## config.mk

```make
export PLATFORM = sky130hd
export DESIGN_NAME = div_unit
export DESIGN_NICKNAME = d
export VERILOG_FILES = /design/src/rtl/div_unit_pkg.sv /design/src/rtl/div_unit.sv
export SDC_FILE = /design/constraint.sdc
export NUM_CORES = 1
export LEC_CHECK = 0
export BUFFER_PORTS_ARGS = -buffer_cell sky130_fd_sc_hd__buf_2
export CORE_UTILIZATION = 60
export DETAILED_ROUTE_END_ITERATION = 12
export PLACE_DENSITY_LB_ADDON = 0.05
export SYNTH_ARGS = -nofsm -noshare
export SYNTH_HDL_FRONTEND = slang
export SYNTH_SLANG_ARGS = --single-unit
```

## constraint.sdc

```tcl
create_clock -name clk -period 5.4 [get_ports clk]
set_input_delay 0.27 -clock clk [delete_from_list [all_inputs] [get_ports clk]]
set_output_delay 0.27 -clock clk [all_outputs]
set_load 0.02 [all_outputs]
```

## src/rtl/div_unit_pkg.sv

```systemverilog
// Shared definitions for the iterative radix-2 divider: FSM state codes and
// result-ready levels used by div_unit and its bench.
package div_unit_pkg;

  typedef enum logic [1:0] {
    DIV_FREE     = 2'b00,
    DIV_BY_ZERO  = 2'b01,
    DIV_ON       = 2'b10,
    DIV_END      = 2'b11
  } div_state_e;

  localparam logic DIV_RESULT_READY     = 1'b1;
  localparam logic DIV_RESULT_NOT_READY = 1'b0;

endpackage

```

## src/rtl/div_unit.sv

```systemverilog
// Iterative restoring divider for DIV/DIVU: one quotient bit per cycle,
// {HI=remainder, LO=quotient} registered on entry to DIV_END.
module div_unit
  import div_unit_pkg::*;
#(
  parameter int WIDTH = 32,
  parameter int CNT_W = 6
) (
  input  logic               clk,
  input  logic               rst,
  input  logic               start_i,
  input  logic               signed_i,
  input  logic [WIDTH-1:0]   opa_i,
  input  logic [WIDTH-1:0]   opb_i,
  input  logic               annul_i,
  output logic               busy_o,
  output logic               ready_o,
  output logic [2*WIDTH-1:0] result_o,
  output div_state_e         state_o
);

  // Handshake: start_i is taken only in DIV_FREE when annul_i is low; busy_o
  // stalls EX from that cycle until the result cycle, and ready_o is a single
  // cycle pulse in DIV_END (dropped if annul_i is high in that cycle).

  localparam logic [CNT_W-1:0] LAST_STEP = CNT_W'(WIDTH - 1);

  div_state_e         state_q, state_d;
  logic [CNT_W-1:0]   cnt_q, cnt_d;
  logic [WIDTH-1:0]   rem_q, rem_d;
  logic [WIDTH-1:0]   quot_q, quot_d;
  logic [WIDTH-1:0]   absb_q, absb_d;
  logic               neg_quot_q, neg_quot_d;
  logic               neg_rem_q, neg_rem_d;
  logic [2*WIDTH-1:0] result_q, result_d;

  logic [WIDTH:0]     trial;
  logic               step_ok;
  logic [WIDTH-1:0]   step_rem;
  logic [WIDTH-1:0]   step_quot;
  logic [WIDTH-1:0]   fix_quot;
  logic [WIDTH-1:0]   fix_rem;

  function automatic logic [WIDTH-1:0] negate(input logic [WIDTH-1:0] x);
    return ~x + WIDTH'(1);
  endfunction

  function automatic logic [WIDTH-1:0] magnitude(input logic sgn,
                                                 input logic [WIDTH-1:0] x);
    return (sgn && x[WIDTH-1]) ? negate(x) : x;
  endfunction

  // Remainder is always below |b|, so a failed trial never loses a set bit
  // when the partial remainder is shifted back into WIDTH bits.
  always_comb begin
    trial     = {rem_q, quot_q[WIDTH-1]} - {1'b0, absb_q};
    step_ok   = ~trial[WIDTH];
    step_rem  = step_ok ? trial[WIDTH-1:0] : {rem_q[WIDTH-2:0], quot_q[WIDTH-1]};
    step_quot = {quot_q[WIDTH-2:0], step_ok};
    fix_quot  = neg_quot_q ? negate(step_quot) : step_quot;
    fix_rem   = neg_rem_q ? negate(step_rem) : step_rem;
  end

  always_comb begin
    state_d    = state_q;
    cnt_d      = cnt_q;
    rem_d      = rem_q;
    quot_d     = quot_q;
    absb_d     = absb_q;
    neg_quot_d = neg_quot_q;
    neg_rem_d  = neg_rem_q;
    result_d   = result_q;
    unique case (state_q)
      DIV_FREE: begin
        if (start_i && !annul_i) begin
          neg_quot_d = signed_i & (opa_i[WIDTH-1] ^ opb_i[WIDTH-1]);
          neg_rem_d  = signed_i & opa_i[WIDTH-1];
          rem_d      = '0;
          quot_d     = magnitude(signed_i, opa_i);
          absb_d     = magnitude(signed_i, opb_i);
          cnt_d      = '0;
          state_d    = (opb_i == '0) ? DIV_BY_ZERO : DIV_ON;
        end
      end
      DIV_BY_ZERO: begin
        if (annul_i) begin
          state_d = DIV_FREE;
        end else begin
          state_d  = DIV_END;
          result_d = '0;
        end
      end
      DIV_ON: begin
        if (annul_i) begin
          state_d = DIV_FREE;
        end else begin
          rem_d  = step_rem;
          quot_d = step_quot;
          cnt_d  = cnt_q + CNT_W'(1);
          if (cnt_q == LAST_STEP) begin
            state_d  = DIV_END;
            result_d = {fix_rem, fix_quot};
          end
        end
      end
      DIV_END: begin
        state_d = DIV_FREE;
      end
      default: state_d = DIV_FREE;
    endcase
  end

  always_ff @(posedge clk or negedge rst) begin
    if (!rst) begin
      state_q    <= DIV_FREE;
      cnt_q      <= '0;
      rem_q      <= '0;
      quot_q     <= '0;
      absb_q     <= '0;
      neg_quot_q <= 1'b0;
      neg_rem_q  <= 1'b0;
      result_q   <= '0;
    end else begin
      state_q    <= state_d;
      cnt_q      <= cnt_d;
      rem_q      <= rem_d;
      quot_q     <= quot_d;
      absb_q     <= absb_d;
      neg_quot_q <= neg_quot_d;
      neg_rem_q  <= neg_rem_d;
      result_q   <= result_d;
    end
  end

  assign busy_o   = ((state_q == DIV_FREE) && start_i && !annul_i) ||
                    (state_q == DIV_ON) || (state_q == DIV_BY_ZERO);
  assign ready_o  = ((state_q == DIV_END) && !annul_i) ? DIV_RESULT_READY
                                                        : DIV_RESULT_NOT_READY;
  assign result_o = result_q;
  assign state_o  = state_q;

endmodule

```

==> flow_summary.yaml <==
status:
  status: "completed"
grt:
  antenna_found_initial: 0
  grt_max_degree: 74
  grt_overflow: 0
  grt_pass1_vias: 9700
  grt_first_pass_wirelength_um: 50100
  grt_use_total: 0.314
floorplan:
  start_util: 0.619
  die_h_um: 142
  rows: 50
  die_area_um2: 20000
  die_x_um: 142
  coreArea_um2: 18900
  io_pins: 137
worst_setup_path:
  startpoint_type: "flop"
  path_delay_family: "compound AO/OA/AOI/OAI gates"
  worst-setup-path-type: "flop to flop"
  crit_path_cell_trace: "inv_1 > ha_1 > inv_1 > fa_1 > a211oi_2 > o211ai_2 > o2bb2ai_1 > o21ai_1 > a21oi_2 > nor2_4 > inv_2 > buf_4 > nand2_1 > o21ai_0 > inv_1 > ha_1 > nand2_1 > nor2_1 > a41oi_1 > nor3_2 > nand4_1 > o21ai_0 > xor2_1 > o21ai_1"
  crit_start: "quot_q[31]"
  worstPathRequired_ns: 5.71
  cp_slowest_cell: "fa_1"
  rr_endpoint: "result_o[62]"
  path_buf_inv: 5
  crit_fanout: 35
  ff2ff_setup_slack_ns: 0.65
  cp.arrival_ns: 5.06
  reg2reg_depth: 24
  crit_path_end: "result_o[62]"
  end_kind: "flop"
  slowest_delay_ns: 0.42
  cp_common_cell: "inv_1"
  rr_startpoint: "quot_q[31]"
  cp.depth: 24
timing:
  fin_skew_ns: 0.00987
  setup_tns_ns: 0
  setup_viol: 0
  slew_headroom: 0.321
  hold_viol_final: 0
  worst_pin_slew_ns: 1.02
  finalCriticalPeriod_ns: 4.75
  finalMaxSlewViolations: 0
  max_clock_freq_mhz: 211
  period_share: 0.880
  rsz0062_at_grt: "false"
min_path:
  hp-class: "input pin to flop"
  hold_depth: 3
cells_and_area:
  antenna_cells: 0
  syn_to_final_growth_pct: 12.5
  finish.utilization: 0.696
  layout.nets: 1632
  drive_gt1_frac: 0.141
routing:
  wl_um: 30500
  vias: 10761
  ant_nets: 0
  avgViaCountPerCell: 6.00
  drtIter0Drc: 984
  drc: 0
  wl_per_cell_um: 17.0
  firstDrtPassIters: 5
placement:
  dpl.hpwl_um: 22400
  gp_congestion: 0.943
  io_buffers: 136
synth:
  syn_avg_cell_area_um2: 8.23
  netlist_area_um2: 11700
  syn_inst: 1421
  syn_nets: 1532
  ys_seq_elements: 170
  synth_edf_count: 0
  ys.flop_type: "dfrtp_1"
  ys_seq_area_frac: 0.364
  yosys_warnings: 0
  async_flop_share: 1.00
  ys_types: 77
cts:
  clkLatencyLatePin_ns: 0.43
  htreeDepth: 4
  cts-root-buf: "clkbuf_16"
  cts_buffers: 17
  cts.clk_slew.worst_paths_ns: 0.06
  cts_setup_buffers: 0
  clock_sinks: 170
  cts_buffer_depth: 2
  cts_tree: "built"
run:
  maxCapViolations: 0
[routing by layer]
metal	vias to the layer above	global-route usage	wire length (um)
met1	5041	0.483	14700
met5	-	0	0
met3	50	0.0412	2240
met4	0	0.0889	527
met2	439	0.461	13100
li1	5231	-	-
[flip-flops by register name, summed over array words and instances (netlist names)]
signal and flops:
absb_q 32, quot_q 32, state_o 2, rem_q 32, neg_rem_q 1, result_o 64, cnt_q 6, neg_quot_q 1
[placed cells by master (no fill, tap or decap), types with 6 or more instances in the layout]
cell       netlist  routed
a31oi_1         10      10
nand2_1        223     222
buf_4            1      11
a21oi_1        104     104
o21a_1           6       6
clkbuf_16        0      17
o41ai_1         11      11
mux2i_1         22      22
o22ai_1         31      31
nor3_1          25      25
nor2_1          96      95
xor2_1          80      80
xnor2_1         69      69
dfrtp_1        170     170
or4_1           10      10
nand2b_1        11      11
buf_2           12     135
nand4_1         13      13
o211ai_1         6       6
nand3b_1         7       7
o31ai_1         24      24
a21o_1           8       8
inv_1           56      56
nand3_1         17      17
or3_1           11      11
ha_1            41      41
o21ai_1         23      22
o21ai_0        169     169
nor4_1          15      15
[cell type report]
cell class	count	area, um2
multi-input cells	1127	6970
fillers	1632	5740
repair buffers	148	779
well taps	260	325
clock inverters	12	165
flip-flops and latches	170	4250
inverters	57	214
clock buffers	19	443
[logic make-up (layout without fill, tap and decap cells)]
| group | Yosys count | after routing | synth area share |
|---|---|---|---|
| xor gates and xnor gates | 150 | 150 | 0.113 |
| DFF | 170 | 170 | 0.364 |
| and+or+nand+nor | 474 | 474 | 0.193 |
| buffers and inverters | 124 | 236 | 0.0414 |
| adders and majority gates | 42 | 42 | 0.0456 |
| muxes | 23 | 23 | 0.0201 |
| AOI/OAI and AO/OA | 438 | 438 | 0.223 |
[timing repair]
| action | in CTS | in global routing |
|---|---|---|
| gates resized for setup | 0 | 0 |
| hold endpoints to repair | 71 | 0 |
| hold buffers | 1 | 0 |
[synthesized netlist by cell type, drive strengths merged, types with 30 or more instances]
cell	n	area, um2
nor3	30	181
clkbuf	49	184
inv	57	214
ha	41	513
a21oi	109	564
xor2	81	717
nor2	97	367
nand2	223	837
dfrtp	170	4250
xnor2	69	604
o22ai	31	194
o21ai	192	961
[stage by stage]
stage / instances / hold slack, ns / setup slack (ns) / area [um2]
floorplan: 1421 / -0.0256 / 0.879 / 11700
global placement: 1761 / 0.328 / 0.908 / 12500
detailed placement: 1761 / 0.326 / 0.678 / 12500
CTS: 1793 / 0.140 / 0.661 / 13200
global route: 1793 / 0.159 / 0.270 / 13200
finish: 1793 / 0.146 / 0.650 / 13200
[worst min path at each step]
stage,from,end,slack (ns)
final,opb_i[22],absb_q[22],0.15
after global routing,signed_i,neg_quot_q,0.16
after CTS,signed_i,neg_quot_q,0.14
after detailed placement,rst,result_o[40],0.33
after global placement,rst,result_o[40],0.33
after floorplan,rst,absb_q[0],-0.03
[worst register-to-register path: stages (launching register included)]
cell and delay [ns]:
dfrtp_1 0.40, inv_1 0.09, ha_1 0.16, inv_1 0.05, fa_1 0.43, a211oi_2 0.30
o211ai_2 0.14, o2bb2ai_1 0.19, o21ai_1 0.21, a21oi_2 0.14, nor2_4 0.13, inv_2 0.10
buf_4 0.27, nand2_1 0.11, o21ai_0 0.07, inv_1 0.10, ha_1 0.21, nand2_1 0.08
nor2_1 0.25, a41oi_1 0.23, nor3_2 0.33, nand4_1 0.15, o21ai_0 0.22, xor2_1 0.18
o21ai_1 0.07
Power is left out: the tool's default activity adds up to more than one toggle a clock period on the data nets, which glitch-free logic cannot reach.
